File: src/rtl/tl_rx_vc_multi_buffer_ctrl.sv
// Purpose: per-queue header/data pointer control for one RX VC with speculative writes, commit/rollback at eop.
// Latency: RAM write enables/addresses combinational; commit, rollback and read pops visible one cycle later.
// Backpressure: none upstream; full queues drop the TLP (o_ovf_err at eop), empty queues ignore read pops.
module tl_rx_vc_multi_buffer_ctrl #(
  parameter int NUM_CH  = 3,
  parameter int HDR_AW  = 7,
  parameter int DATA_AW = 10,
  parameter int CH_W    = (NUM_CH > 1) ? $clog2(NUM_CH) : 1
) (
  input  logic                              i_clk,
  input  logic                              i_n_rst,
  input  logic [CH_W-1:0]                   i_w_ch,
  input  logic                              i_w_sop,
  input  logic                              i_w_data_valid,
  input  logic                              i_w_eop,
  input  logic                              i_w_good,
  output logic                              o_w_hdr_en,
  output logic                              o_w_data_en,
  output logic [CH_W+HDR_AW-1:0]            o_w_hdr_addr,
  output logic [CH_W+DATA_AW-1:0]           o_w_data_addr,
  output logic                              o_ovf_err,
  input  logic [NUM_CH-1:0]                 i_r_hdr_inc,
  input  logic [NUM_CH-1:0]                 i_r_data_inc,
  output logic [NUM_CH*HDR_AW-1:0]          o_r_hdr_addr,
  output logic [NUM_CH*DATA_AW-1:0]         o_r_data_addr,
  output logic [NUM_CH-1:0]                 o_hdr_empty,
  output logic [NUM_CH-1:0]                 o_hdr_full,
  output logic [NUM_CH-1:0]                 o_data_empty,
  output logic [NUM_CH-1:0]                 o_data_full,
  output logic [NUM_CH*(DATA_AW+1)-1:0]     o_data_free,
  output logic [NUM_CH-1:0]                 o_fc_hdr_rel,
  output logic [NUM_CH-1:0]                 o_fc_data_rel
);

  localparam logic [1:0] W_IDLE   = 2'd0;
  localparam logic [1:0] W_ACTIVE = 2'd1;
  localparam logic [1:0] W_DROP   = 2'd2;

  localparam logic [HDR_AW:0]  HDR_ONE    = {{HDR_AW{1'b0}}, 1'b1};
  localparam logic [DATA_AW:0] DATA_ONE   = {{DATA_AW{1'b0}}, 1'b1};
  localparam logic [DATA_AW:0] DATA_DEPTH = {1'b1, {DATA_AW{1'b0}}};

  // Per-queue pointers: committed write, speculative write, read.
  logic [HDR_AW:0]  r_wc_hdr  [NUM_CH];
  logic [HDR_AW:0]  r_ws_hdr  [NUM_CH];
  logic [HDR_AW:0]  r_rd_hdr  [NUM_CH];
  logic [DATA_AW:0] r_wc_data [NUM_CH];
  logic [DATA_AW:0] r_ws_data [NUM_CH];
  logic [DATA_AW:0] r_rd_data [NUM_CH];

  logic [1:0]        r_state;
  logic [CH_W-1:0]   r_ch;
  logic              r_ovf;
  logic [NUM_CH-1:0] r_fc_hdr_rel;
  logic [NUM_CH-1:0] r_fc_data_rel;

  logic [NUM_CH-1:0] w_hdr_full;
  logic [NUM_CH-1:0] w_data_full;
  logic [NUM_CH-1:0] w_hdr_empty;
  logic [NUM_CH-1:0] w_data_empty;
  logic [NUM_CH-1:0] w_hdr_pop;
  logic [NUM_CH-1:0] w_data_pop;

  logic [CH_W-1:0]   w_ch_sel;
  logic [NUM_CH-1:0] w_q_sel;
  logic [HDR_AW:0]   w_sel_ws_hdr;
  logic [DATA_AW:0]  w_sel_ws_data;
  logic              w_sel_hdr_full;
  logic              w_sel_data_full;
  logic [HDR_AW:0]   w_ws_hdr_nxt;
  logic [DATA_AW:0]  w_ws_data_nxt;

  logic w_sop_acc;
  logic w_hdr_en;
  logic w_hdr_ovf;
  logic w_data_try;
  logic w_data_en;
  logic w_data_ovf;
  logic w_ovf_now;
  logic w_eop_acc;
  logic w_commit;
  logic w_rollback;

  // Per-queue flags: full against the speculative pointer, empty against the committed one.
  always_comb begin
    w_hdr_full    = '0;
    w_data_full   = '0;
    w_hdr_empty   = '0;
    w_data_empty  = '0;
    w_hdr_pop     = '0;
    w_data_pop    = '0;
    o_data_free   = '0;
    o_r_hdr_addr  = '0;
    o_r_data_addr = '0;
    for (int q = 0; q < NUM_CH; q++) begin
      w_hdr_full[q]   = (r_ws_hdr[q][HDR_AW] != r_rd_hdr[q][HDR_AW]) &&
                        (r_ws_hdr[q][HDR_AW-1:0] == r_rd_hdr[q][HDR_AW-1:0]);
      w_data_full[q]  = (r_ws_data[q][DATA_AW] != r_rd_data[q][DATA_AW]) &&
                        (r_ws_data[q][DATA_AW-1:0] == r_rd_data[q][DATA_AW-1:0]);
      w_hdr_empty[q]  = (r_wc_hdr[q] == r_rd_hdr[q]);
      w_data_empty[q] = (r_wc_data[q] == r_rd_data[q]);
      w_hdr_pop[q]    = i_r_hdr_inc[q] && !w_hdr_empty[q];
      w_data_pop[q]   = i_r_data_inc[q] && !w_data_empty[q];
      o_data_free[q*(DATA_AW+1) +: DATA_AW+1] = DATA_DEPTH - (r_ws_data[q] - r_rd_data[q]);
      o_r_hdr_addr[q*HDR_AW +: HDR_AW]    = r_rd_hdr[q][HDR_AW-1:0];
      o_r_data_addr[q*DATA_AW +: DATA_AW] = r_rd_data[q][DATA_AW-1:0];
    end
  end

  // Select the active queue's write state; an out-of-range queue index looks full so the TLP is dropped.
  always_comb begin
    w_ch_sel        = (r_state == W_IDLE) ? i_w_ch : r_ch;
    w_q_sel         = '0;
    w_sel_ws_hdr    = '0;
    w_sel_ws_data   = '0;
    w_sel_hdr_full  = 1'b1;
    w_sel_data_full = 1'b1;
    for (int q = 0; q < NUM_CH; q++) begin
      if (w_ch_sel == CH_W'(q)) begin
        w_q_sel[q]      = 1'b1;
        w_sel_ws_hdr    = r_ws_hdr[q];
        w_sel_ws_data   = r_ws_data[q];
        w_sel_hdr_full  = w_hdr_full[q];
        w_sel_data_full = w_data_full[q];
      end
    end
  end

  assign w_sop_acc  = (r_state == W_IDLE) && i_w_sop;
  assign w_hdr_en   = w_sop_acc && !w_sel_hdr_full;
  assign w_hdr_ovf  = w_sop_acc && w_sel_hdr_full;
  assign w_data_try = (r_state == W_ACTIVE) && i_w_data_valid;
  assign w_data_en  = w_data_try && !w_sel_data_full;
  assign w_data_ovf = w_data_try && w_sel_data_full;
  // Overflow in the eop cycle itself must also force a rollback.
  assign w_ovf_now  = ((r_state != W_IDLE) && r_ovf) || w_hdr_ovf || w_data_ovf;
  assign w_eop_acc  = i_w_eop && ((r_state != W_IDLE) || i_w_sop);
  assign w_commit   = w_eop_acc && i_w_good && !w_ovf_now;
  assign w_rollback = w_eop_acc && !w_commit;

  assign w_ws_hdr_nxt  = w_sel_ws_hdr  + {{HDR_AW{1'b0}}, w_hdr_en};
  assign w_ws_data_nxt = w_sel_ws_data + {{DATA_AW{1'b0}}, w_data_en};

  assign o_w_hdr_en    = w_hdr_en;
  assign o_w_data_en   = w_data_en;
  assign o_w_hdr_addr  = {w_ch_sel, w_sel_ws_hdr[HDR_AW-1:0]};
  assign o_w_data_addr = {w_ch_sel, w_sel_ws_data[DATA_AW-1:0]};
  assign o_ovf_err     = w_eop_acc && w_ovf_now;
  assign o_hdr_empty   = w_hdr_empty;
  assign o_hdr_full    = w_hdr_full;
  assign o_data_empty  = w_data_empty;
  assign o_data_full   = w_data_full;
  assign o_fc_hdr_rel  = r_fc_hdr_rel;
  assign o_fc_data_rel = r_fc_data_rel;

  // Write FSM: eop always returns to idle; sop latches the queue and picks accept or drop.
  always_ff @(posedge i_clk or negedge i_n_rst) begin
    if (!i_n_rst) begin
      r_state <= W_IDLE;
      r_ch    <= '0;
      r_ovf   <= 1'b0;
    end else if (w_eop_acc) begin
      r_state <= W_IDLE;
      r_ovf   <= 1'b0;
    end else if (w_sop_acc) begin
      r_ch    <= i_w_ch;
      r_ovf   <= w_hdr_ovf;
      r_state <= w_hdr_ovf ? W_DROP : W_ACTIVE;
    end else if (w_data_ovf) begin
      r_ovf   <= 1'b1;
      r_state <= W_DROP;
    end
  end

  // Pointer updates: speculative advance, commit/rollback on eop, independent read pops.
  always_ff @(posedge i_clk or negedge i_n_rst) begin
    if (!i_n_rst) begin
      for (int q = 0; q < NUM_CH; q++) begin
        r_wc_hdr[q]  <= '0;
        r_ws_hdr[q]  <= '0;
        r_rd_hdr[q]  <= '0;
        r_wc_data[q] <= '0;
        r_ws_data[q] <= '0;
        r_rd_data[q] <= '0;
      end
    end else begin
      for (int q = 0; q < NUM_CH; q++) begin
        if (w_q_sel[q]) begin
          if (w_rollback) begin
            r_ws_hdr[q]  <= r_wc_hdr[q];
            r_ws_data[q] <= r_wc_data[q];
          end else begin
            r_ws_hdr[q]  <= w_ws_hdr_nxt;
            r_ws_data[q] <= w_ws_data_nxt;
          end
          if (w_commit) begin
            r_wc_hdr[q]  <= w_ws_hdr_nxt;
            r_wc_data[q] <= w_ws_data_nxt;
          end
        end
        if (w_hdr_pop[q]) begin
          r_rd_hdr[q] <= r_rd_hdr[q] + HDR_ONE;
        end
        if (w_data_pop[q]) begin
          r_rd_data[q] <= r_rd_data[q] + DATA_ONE;
        end
      end
    end
  end

  // Credit return pulses, one per accepted pop, registered.
  always_ff @(posedge i_clk or negedge i_n_rst) begin
    if (!i_n_rst) begin
      r_fc_hdr_rel  <= '0;
      r_fc_data_rel <= '0;
    end else begin
      r_fc_hdr_rel  <= w_hdr_pop;
      r_fc_data_rel <= w_data_pop;
    end
  end

endmodule

File: config.mk
export PLATFORM = sky130hd
export DESIGN_NAME = tl_rx_vc_multi_buffer_ctrl
export DESIGN_NICKNAME = d
export VERILOG_FILES = /design/src/rtl/tl_rx_vc_multi_buffer_ctrl.sv
export SDC_FILE = /design/constraint.sdc
export NUM_CORES = 1
export LEC_CHECK = 0
export ABC_AREA = 1
export CAP_MARGIN = 20
export CORE_ASPECT_RATIO = 0.5
export CORE_MARGIN = 4
export CORE_UTILIZATION = 25
export CTS_BUF_LIST = sky130_fd_sc_hd__clkbuf_8
export DETAILED_ROUTE_END_ITERATION = 10
export GPL_TIMING_DRIVEN = 0
export MAX_ROUTING_LAYER = met4
export PLACE_DENSITY = 0.43
export SLEW_MARGIN = 25
export SYNTH_ARGS = -nofsm -noshare
export SYNTH_HDL_FRONTEND = slang
export SYNTH_SLANG_ARGS = --single-unit
File: constraint.sdc
create_clock -name i_clk -period 9.4 [get_ports i_clk]
set_clock_uncertainty 0.2 [all_clocks]
set_input_delay 1.88 -clock i_clk [delete_from_list [all_inputs] [get_ports i_clk]]
set_output_delay 1.88 -clock i_clk [all_outputs]
set_load 0.03 [all_outputs]
Word-level counts from Yosys, hierarchy flattened --
Index checks and enable logic that the tools add are counted.
Cells by class: $mul 0, reduce and logical (&&, ||, !) cells 45, $add $sub $neg 14, div/mod/pow operators 0, equality and inequality tests 21, bitwise gates (word level) 1, mux-type cells 29, shift-type cells 0, $lt $le $gt $ge 0
Operators by type and width (count):
- two-way mux 11 bit | 6
- two-way mux 8 bit | 6
- adder 11 x 1 -> 11 bit (second input constant) | 3
- == test 11 bit | 3
- subtractor 11 bit | 3
- subtractor 11 bit (first input constant) | 3
- == test 10 bit | 3
- adder 8 x 1 -> 8 bit (second input constant) | 3
- == test 8 bit | 3
- logical AND 1 bit | 24
- == test 7 bit | 3
- two-way mux 1 bit | 12
- adder 11 x 1 -> 11 bit | 1
- logical NOT 1 bit | 10
- two-way mux 2 bit | 5
- adder 8 x 1 -> 8 bit | 1
- AND reduction 2 bit | 4
- != test 1 bit | 6
- == test 2 x 1 -> 1 bit (second input constant) | 2
- logical NOT 2 bit | 2
- logical OR 1 bit | 3
- nonzero test 3 bit | 1
- == test 2 bit (second input constant) | 1
- nonzero test 2 bit | 1
- NOT 1 bit | 1
Storage, ports and cells: bits in writable memories 0, latch bits 0, bits of input ports 14, output and inout port bits 126, logic and storage cells 133, ROM bits 0, bits in registers 182, memories kept 0

Longest topological paths before layout --
Gate-level depths: netlist (run 1).
depth after elaboration 14, gate-level depth with buffers 23, mapped depth without buffers 23

Worst setup path before layout (run 1) --
Ideal clock, no wire load.
path kind in2out, start in i_w_ch[1], end out o_w_hdr_addr[0], cell stages on the path 8, slack 3.995 ns, data required time 7.320 ns, buffers on the path 2, arrival time 3.325 ns, cells stage by stage inv_1 nand2_1 nand2_4 nand2_2 buf_2 clkbuf_1 o22ai_1 a21oi_1
Between the ends: cells in the longest elaborated chain, start to end 5, elaborated cells on any way between the ends 7, those cells by class eq/ne: 2; mux: 4; reduce/logical: 1
Ends and longest elaborated chain:
- start, declared | RTL line 12 | input logic [CH_W-1:0] i_w_ch,
- two-way mux 2 bit (*) | RTL line 112 | w_ch_sel = (r_state == W_IDLE) ? i_w_ch : r_ch;
- logical NOT 2 bit | RTL line 119 | if (w_ch_sel == CH_W'(q)) begin
- two-way mux 8 bit (2 in a row) | RTL line 119
- two-way mux 8 bit (*) | RTL line 119
- end, declared | RTL line 19 | output logic [CH_W+HDR_AW-1:0] o_w_hdr_addr,
Every way passes the cells marked *; elsewhere a longest branch is shown, timed or not.

Worst setup path in the final report (run 1) --
start in i_w_ch[1], end out o_w_data_addr[0]
Between the ends: cells in the longest elaborated chain, start to end 5, elaborated cells on any way between the ends 7, those cells by class eq/ne: 2; mux: 4; reduce/logical: 1
Ends and longest elaborated chain:
- two-way mux 2 bit (*) | RTL line 112
- logical NOT 2 bit | RTL line 119
- two-way mux 11 bit (2 in a row) | RTL line 119
- two-way mux 11 bit (*) | RTL line 119
- end, declared | RTL line 20 | output logic [CH_W+DATA_AW-1:0] o_w_data_addr,
Marks and branches as above.

==> results.py, run 1 <==
metrics = {
    "critical_path": {
        "crit_required_ps": 7320,
        "end_kind": "output pin",
        "regToRegStartpoint": "r_state[1]$_DFFE_PN0P_",
        "start_kind": "primary input",
        "r2r_slack_ps": 4140,
        "cp_max_fo": 10,
        "arrival_ps": 5500,
        "crit_type": "primary input to output pin",
        "r2r_cells": 17,
        "reg2reg_to": "r_ws_data[4]$_DFFE_PN0P_",
    },
    "yosys": {
        "synth-main-ff-cell": "dfrtp_1",
        "avgSynthCellArea_um2": 7.40,
        "yosysWarnings": 0,
        "ys_ff_latch": 181,
        "ys_seq_area_share_pct": 37.5,
        "synth_nets": 1717,
        "synth_area_mm2": 0.0121,
        "synth.top_cells.by_area": "dfrtp_1, nand2_1, xor2_1",
        "async_flop_share_pct": 100,
        "yosys.area.top_type": "dfrtp_1",
        "synth-edff-count": 0,
        "syn-instance-count": 1632,
        "yosysUniqueCellTypes": 38,
        "netlist.area_leader.share_pct": 37.5,
    },
    "clock_network": {
        "ctsRootBufferMaster": "clkbuf_8",
        "cts_tree": "yes",
        "clk_latency_ps": 510,
        "htreeDepth": 4,
        "clk_pin_slew_ps": 90,
        "cts_setup_buffers": 0,
        "ctsResizeCount": 0,
        "clock_path_buffers": 2,
        "postCtsHoldBufs": 0,
        "cts_made_buffers": 17,
        "cts.sinks": 181,
    },
    "floorplanning": {
        "core_area_mm2": 0.0473,
        "die_area_mm2": 0.0521,
        "die_y_um": 163,
        "die_x_um": 319,
        "start_util_pct": 25.5,
        "fp-row-count": 56,
        "boundaryPins": 140,
    },
    "timing": {
        "setup_violations": 0,
        "finalHoldViolations": 0,
        "layout_setup_ws_ps": 1820,
        "rsz0062_at_grt": "false",
        "finalCritPeriodShare_pct": 80.7,
        "fmax_mhz": 132,
        "min_period_ps": 7580,
        "drv_slew": 0,
        "slew_headroom_pct": 42.2,
        "worst_pin_slew_ps": 868,
    },
    "placement": {
        "dpl.cell_count": 2411,
        "hpwlAfterDp_mm": 34.3,
        "numPortBuffers": 139,
        "dp_slack_ps": 1800,
        "gp_congestion": 0.890,
    },
    "drt": {
        "avgRoutedWirePerCell_um": 17.8,
        "wl_met3_mm": 2.52,
        "ant_nets": 0,
        "drcViolationCount": 0,
        "routed_wl_mm": 43.5,
        "firstDrtPassIters": 6,
        "drtIter0Drc": 827,
        "drt-met1-wl_mm": 21.3,
        "wl_met2_mm": 18.9,
        "vias": 10700,
        "vias_per_cell": 4.38,
        "topRoutingLayerUsed": "met4",
    },
    "outcome": {
        "outcome": "finished, final reports clean",
    },
    "global_route": {
        "overflow": 0,
        "grt_usage_pct": 17.2,
        "grt_max_degree": 71,
        "grt_pass1_wl_mm": 65.5,
        "grt_pass1_vias": 10500,
        "grt_antenna_before_repair": 0,
    },
    "run": {
        "maxCapViolations": 0,
    },
    "layout": {
        "final_common_cell": "nand2_1",
        "area_growth_pct": 21.6,
        "diodes": 0,
        "post-route-util_pct": 31.0,
        "fin_nets": 1877,
        "fillers": 5140,
        "layout-drive-gt1-share_pct": 7.37,
        "layout_common_cells": "nand2_1, dfrtp_1, inv_1",
        "stdcell_count": 2443,
    },
    "worst_hold_path": {
        "hp-class": "register to register",
        "min-delay-start": "r_ws_data[1]$_DFFE_PN0P_",
        "min_path_cells": 2,
        "hold_end": "r_ws_data[1]$_DFFE_PN0P_",
    },
}
==> worst max path at each step <==
| stage | from | depth (start not counted) | endpoint |
|---|---|---|---|
| after floorplan | i_w_ch[1] | 8 | o_w_hdr_addr[0] |
| after global placement | i_n_rst | 1 | o_r_data_addr[14]$_DFFE_PN0P_ |
| after detailed placement | i_w_ch[1] | 10 | o_w_data_addr[0] |
| after CTS | i_w_ch[1] | 10 | o_w_data_addr[0] |
| after global routing | i_w_ch[1] | 10 | o_w_data_addr[0] |
| final | i_w_ch[1] | 10 | o_w_data_addr[0] |
==> synth_stat cells (all sizes together) (3+ instances only) <==
| library cell | n |
|---|---|
| nand2 | 595 |
| xor2 | 98 |
| buf | 75 |
| inv | 171 |
| or2 | 5 |
| dfrtp | 181 |
| o21ai | 49 |
| clkbuf | 26 |
| a21oi | 26 |
| xnor2 | 47 |
| a21o | 3 |
| nand3 | 124 |
| ha | 68 |
| nand4 | 16 |
| nor4 | 8 |
| nor2 | 109 |
| nor3 | 17 |
| fa | 3 |
==> cell type report <==
type	count	area, um2	area share, %
buffer	101	627	4.27
clock buffer	18	248	1.69
sequential	181	4530	30.8
clock inverter	14	111	0.758
inverter	171	642	4.37
multi-input combinational	1179	6280	42.7
timing repair buffer	141	1450	9.88
tap	638	798	5.44
==> stage by stage <==
| step | hold WS [ps] | instance area (um2) | setup TNS (ps) |
|---|---|---|---|
| 2_1_floorplan | 249 | 12100 | 0 |
| 3_3_place_gp | 262 | 14300 | -406420 |
| 3_5_place_dp | 265 | 14300 | 0 |
| 4_1_cts | 290 | 14700 | 0 |
| 5_1_grt | 301 | 14700 | 0 |
| 6_report | 281 | 14700 | 0 |
==> registers in the layout, indices dropped and copies added, names as in the netlist <==
register and flops:
o_r_hdr_addr 21, o_fc_hdr_rel 3, r_rd_data 3, o_fc_data_rel 3, r_ws_hdr 24, r_wc_data 33, r_wc_hdr 24, r_rd_hdr 3
r_ch 2, r_ws_data 33, r_state 2, o_r_data_addr 30
==> cell families after synthesis <==
kind of cell	after synthesis	synth area share, %
adders and majority gates	71	7.54
buffers and inverters	272	10.5
AOI/OAI and AO/OA	86	3.79
xor gates and xnor gates	145	10.5
and+or+nand+nor	877	30.1
DFF	181	37.5
==> critical path, stage by stage <==
cell	delay, ps
clkdlybuf4s50_1	540
inv_1	80
nand2_1	110
nand2_4	140
nand2_2	260
buf_2	380
clkbuf_1	700
o22ai_1	350
a21oi_1	310
clkdlybuf4s50_1	730
==> metal layers <==
metal / track usage [%] / vias up
met5: - / -
met4: 3.90 / 0
met3: 4.01 / 36
met2: 25.8 / 226
met1: 23.6 / 5070
li1: - / 5367
Power of run 1 is left out: the tool's default activity adds up to more than one toggle a clock period on the data nets, which glitch-free logic cannot reach.
==> run 2, diff against run 1 <==
--- a/config.mk
+++ b/config.mk
@@ -14,7 +14,7 @@
 export DETAILED_ROUTE_END_ITERATION = 10
 export GPL_TIMING_DRIVEN = 0
 export MAX_ROUTING_LAYER = met4
-export PLACE_DENSITY = 0.43
+export PLACE_DENSITY = 0.44
 export SLEW_MARGIN = 25
 export SYNTH_ARGS = -nofsm -noshare
 export SYNTH_HDL_FRONTEND = slang
==> constraint.sdc (replaced) <==
create_clock -name i_clk -period 6.22 [get_ports i_clk]
set_clock_uncertainty 0.2 [all_clocks]
set_input_delay 1.244 -clock i_clk [delete_from_list [all_inputs] [get_ports i_clk]]
set_output_delay 1.244 -clock i_clk [all_outputs]
set_load 0.03 [all_outputs]
==> run 2 against run 1 <==
Effect of this change:
- routed wire length is 0.79% lower
- sequential share of layout area fell by 0.23 points
- register-to-register slack worse by 2400 ps
- design area grew 0.74%
- critical path type unchanged
- via count grew 0.67%
- count of clock-buffer cells in the layout increased by 1
- global-route usage barely moved
- sequential cell count unchanged
- highest routed layer unchanged
- critical path depth fell by 1
- non-clock buffer count fell by 1
- hold slack better by 4.4 ps
==> results.py, run 2 (synthesis gave the netlist of run 1 again) <==
metrics = {
    "outcome": {
        "outcome": "finished, final reports clean",
    },
    "global_route": {
        "grt_max_degree": 66,
        "grt_usage_pct": 17.2,
        "grt_pass1_vias": 10400,
        "overflow": 0,
        "grt_antenna_before_repair": 0,
        "grt_pass1_wl_mm": 65.8,
    },
    "critical_path": {
        "path_buf_inv": 4,
        "slowest_stage": "clkdlybuf4s50_1",
        "start_kind": "primary input",
        "crit_type": "primary input to output pin",
        "arrival_ps": 4300,
        "cp_max_fo": 19,
        "critPathMostFrequentCell": "clkdlybuf4s50_1",
        "max_stage_delay_ps": 750,
        "crit_chain": "clkdlybuf4s50_1 -> inv_1 -> nand2_1 -> nand2_4 -> nand2_2 -> buf_2 -> o22ai_1 -> a21oi_1 -> clkdlybuf4s50_1",
        "end_kind": "output pin",
        "crit_required_ps": 4780,
        "critPathTopFamily": "buffers and inverters",
    },
    "layout": {
        "diodes": 0,
        "area_growth_pct": 22.5,
        "stdcell_count": 2441,
        "final_common_cell": "nand2_1",
        "fin_nets": 1876,
        "layout_common_cells": "nand2_1, dfrtp_1, inv_1",
        "layout-drive-gt1-share_pct": 7.27,
    },
    "timing": {
        "slew_headroom_pct": 45.0,
        "fmax_mhz": 174,
        "finalCritPeriodShare_pct": 92.4,
        "rsz0062_at_grt": "false",
        "setup_violations": 0,
        "finalHoldViolations": 0,
        "min_period_ps": 5750,
        "worst_pin_slew_ps": 826,
        "layout_setup_ws_ps": 472,
        "drv_slew": 0,
    },
    "floorplanning": {
        "die_area_mm2": 0.0521,
        "core_area_mm2": 0.0473,
        "fp-row-count": 56,
        "boundaryPins": 140,
        "die_y_um": 163,
        "start_util_pct": 25.5,
        "die_x_um": 319,
    },
    "clock_network": {
        "clk_pin_slew_ps": 80,
        "ctsRootBufferMaster": "clkbuf_8",
        "postCtsHoldBufs": 0,
        "clk_latency_ps": 510,
        "htreeDepth": 4,
        "cts_made_buffers": 17,
        "clock_path_buffers": 2,
        "cts_setup_buffers": 0,
        "cts_tree": "yes",
        "cts.sinks": 181,
        "ctsResizeCount": 0,
    },
    "drt": {
        "firstDrtPassIters": 6,
        "drtIter0Drc": 937,
        "routed_wl_mm": 43.2,
        "vias": 10800,
        "ant_nets": 0,
        "drcViolationCount": 0,
        "vias_per_cell": 4.41,
        "avgRoutedWirePerCell_um": 17.7,
    },
    "placement": {
        "hpwlAfterDp_mm": 34.3,
        "gp_congestion": 0.875,
        "dp_slack_ps": -92.3,
        "dpl.cell_count": 2411,
        "numPortBuffers": 139,
    },
    "run": {
        "maxCapViolations": 0,
    },
    "worst_hold_path": {
        "hp-class": "register to register",
    },
}
==> run 2: per-layer routing <==
metal  vias up  GRT usage, %  share of wire, %
met5         -             -                 0
met2       244          25.9                44
met4         0          3.94               1.6
met1      5120          24.2                50
met3        43          2.87               4.7
li1       5364             -                 -
==> run 2: worst paths after layout <==
| path | start | to | slack, ps | depth (start not counted) |
|---|---|---|---|---|
| max | i_w_ch[1] | o_w_data_addr[0] | 470 | 9 |
| min | r_ws_data[27]$_DFFE_PN0N_ | r_ws_data[27]$_DFFE_PN0N_ | 290 | 2 |
| max reg2reg | r_state[1]$_DFFE_PN0P_ | r_ws_data[15]$_DFFE_PN0P_ | 1770 | 16 |
| min reg2reg | r_ws_data[27]$_DFFE_PN0N_ | r_ws_data[27]$_DFFE_PN0N_ | 290 | 2 |
| max in group asynchronous | i_n_rst | r_rd_data[32]$_DFFE_PN0P_ | 4610 | 2 |
| min in group asynchronous | i_n_rst | o_r_data_addr[21]$_DFFE_PN0P_ | 440 | 1 |
==> run 2: layout make-up <==
| type | count | area (um2) |
|---|---|---|
| plain buffers | 100 | 623 |
| clock buffers | 19 | 262 |
| clock inverters | 12 | 210 |
| fillers | 5109 | 32500 |
| inverters | 171 | 642 |
| multi-input cells | 1179 | 6280 |
| flip-flops and latches | 181 | 4530 |
| well taps | 638 | 798 |
| repair buffers | 141 | 1450 |
==> run 2: stage by stage <==
step | hold WS, ps | util [%] | instance area (um2) | TNS [ps]
2_1_floorplan | 249 | - | 12100 | 0
3_3_place_gp | 261 | 30.2 | 14300 | -870580
3_5_place_dp | 266 | 30.3 | 14300 | -92.3
4_1_cts | 291 | 31.3 | 14800 | 0
5_1_grt | 305 | 31.3 | 14800 | 0
6_report | 286 | 31.3 | 14800 | 0
==> run 2: worst min-delay path: cells and delay by family (launching register included) <==
family | cells | cell delay (ps)
AND/OR/NAND/NOR | 2 | 100
flip-flops | 1 | 350
Power of run 2 is left out for the same reason.
==> run 3, diff against run 2 <==
--- a/config.mk
+++ b/config.mk
@@ -11,6 +11,7 @@
 export CORE_MARGIN = 4
 export CORE_UTILIZATION = 25
 export CTS_BUF_LIST = sky130_fd_sc_hd__clkbuf_8
+export CTS_CLUSTER_DIAMETER = 40
 export DETAILED_ROUTE_END_ITERATION = 10
 export GPL_TIMING_DRIVEN = 0
 export MAX_ROUTING_LAYER = met4
==> constraint.sdc (replaced) <==
create_clock -name i_clk -period 6.22 [get_ports i_clk]
set_clock_uncertainty 0.2 [all_clocks]
set_input_delay 1.555 -clock i_clk [delete_from_list [all_inputs] [get_ports i_clk]]
set_output_delay 1.555 -clock i_clk [all_outputs]
set_load 0.03 [all_outputs]
==> run 3 against run 2 <==
Effect of this change:
- design area about the same
- sequential share of layout area about the same
- critical path depth increased by 1
- maximum frequency decreased by 4.9%
- via count increased by 0.44%
- global-route usage about the same
- hold slack improved by 2.2 ps
- critical path type unchanged
- largest cell class unchanged
- highest routed layer unchanged
==> results.py, run 3 (synthesis gave the netlist of run 1 again) <==
metrics = {
    "layout": {
        "fin_nets": 1877,
        "layout_common_cells": "nand2_1, dfrtp_1, inv_1",
        "layout-drive-gt1-share_pct": 7.32,
        "area_growth_pct": 22.6,
        "diodes": 0,
        "post-route-util_pct": 31.3,
        "final_common_cell": "nand2_1",
        "final_area_mm2": 0.0148,
    },
    "drt": {
        "drtIter0Drc": 931,
        "drcViolationCount": 0,
        "avgRoutedWirePerCell_um": 17.7,
        "vias_per_cell": 4.43,
        "vias": 10800,
        "routed_wl_mm": 43.3,
        "firstDrtPassIters": 5,
        "ant_nets": 0,
    },
    "worst_hold_path": {
        "hp-class": "register to register",
    },
    "critical_path": {
        "crit_chain": "clkdlybuf4s50_1 -> inv_1 -> nand2_1 -> nand2_4 -> nand2_2 -> buf_4 -> clkbuf_4 -> o22ai_1 -> a21oi_1 -> dlygate4sd2_1",
        "end_kind": "output pin",
        "max_stage_delay_ps": 550,
        "arrival_ps": 4290,
        "start_kind": "primary input",
        "critPathTopFamily": "buffers and inverters",
        "path_buf_inv": 5,
        "crit_type": "primary input to output pin",
        "cp_max_fo": 10,
        "crit_required_ps": 4470,
        "slowest_stage": "clkdlybuf4s50_1",
    },
    "clock_network": {
        "clock_path_buffers": 2,
        "ctsRootBufferMaster": "clkbuf_8",
        "cts_tree": "yes",
        "cts.sinks": 181,
        "clk_pin_slew_ps": 90,
        "clk_latency_ps": 510,
        "htreeDepth": 4,
        "postCtsHoldBufs": 0,
        "cts_made_buffers": 17,
        "cts_setup_buffers": 0,
    },
    "timing": {
        "drv_slew": 0,
        "setup_violations": 0,
        "worst_pin_slew_ps": 862,
        "fmax_mhz": 165,
        "rsz0062_at_grt": "false",
        "setup_tns_ps": 0,
        "min_period_ps": 6050,
        "finalHoldViolations": 0,
        "finalCritPeriodShare_pct": 97.2,
        "slew_headroom_pct": 42.6,
        "layout_setup_ws_ps": 174,
    },
    "global_route": {
        "grt_usage_pct": 17.2,
        "grt_pass1_wl_mm": 65.9,
        "grt_pass1_vias": 10400,
        "grt_antenna_before_repair": 0,
        "grt_max_degree": 66,
        "overflow": 0,
    },
    "floorplanning": {
        "die_area_mm2": 0.0521,
        "die_y_um": 163,
        "core_area_mm2": 0.0473,
        "fp-row-count": 56,
        "start_util_pct": 25.5,
        "boundaryPins": 140,
        "die_x_um": 319,
    },
    "placement": {
        "hpwlAfterDp_mm": 34.3,
        "dpl_cell_area_mm2": 0.0143,
        "numPortBuffers": 139,
        "gp_congestion": 0.875,
        "dp_slack_ps": -714,
    },
    "run": {
        "maxCapViolations": 0,
    },
    "outcome": {
        "outcome": "finished, final reports clean",
    },
}
run 3: cell count changes in the layout (fill, tap and decap cells not counted), sizes merged:
cell / delta
dlymetal6s2s: +1
clkbuf: +1
dlygate4sd2: +1
clkdlybuf4s50: -2
run 3: per-layer routing:
layer	part of all wire, %	track usage, %
met5	0	-
met4	1.8	4.12
met3	5.5	2.92
met2	44	25.9
met1	49	24.2
run 3: worst min-delay path, delay by kind of cell (launching register included):
kind / cells / cell delay, ps
AND/OR/NAND/NOR: 2 / 100
flip-flops: 1 / 350
run 3: repair_timing:
| action | CTS | global route |
|---|---|---|
| pin swaps | 0 | 0 |
| gates resized for setup | 4 | 1 |
| endpoints found under the setup margin | 2 | 1 |
| endpoints found under the hold margin | 0 | 0 |
run 3: path summary, 6_finish.rpt:
kind | start | to | slack [ps] | cells after the start
max | i_w_ch[1] | o_w_data_addr[0] | 170 | 10
min | r_ws_data[3]$_DFFE_PN0P_ | r_ws_data[3]$_DFFE_PN0P_ | 290 | 2
max reg2reg | r_state[1]$_DFFE_PN0P_ | r_ws_data[15]$_DFFE_PN0P_ | 1840 | 17
min reg2reg | r_ws_data[3]$_DFFE_PN0P_ | r_ws_data[3]$_DFFE_PN0P_ | 290 | 2
max in group asynchronous | i_n_rst | r_rd_data[32]$_DFFE_PN0P_ | 4290 | 2
min in group asynchronous | i_n_rst | o_r_data_addr[21]$_DFFE_PN0P_ | 750 | 1
run 3: metrics by stage:
stage | hold WS (ps) | instances
final | 288 | 2442
after global routing | 305 | 2442
after CTS | 291 | 2442
after detailed placement | 266 | 2411
after global placement | 261 | 2409
after floorplan | 249 | 1632
run 3: layout make-up:
cell class	instances	area (um2)
clock buffers	19	262
fillers	5108	32500
clock inverters	12	210
inverters	171	642
well taps	638	798
plain buffers	101	633
flip-flops and latches	181	4530
multi-input cells	1179	6280
repair buffers	141	1450
Power of run 3 is left out for the same reason.
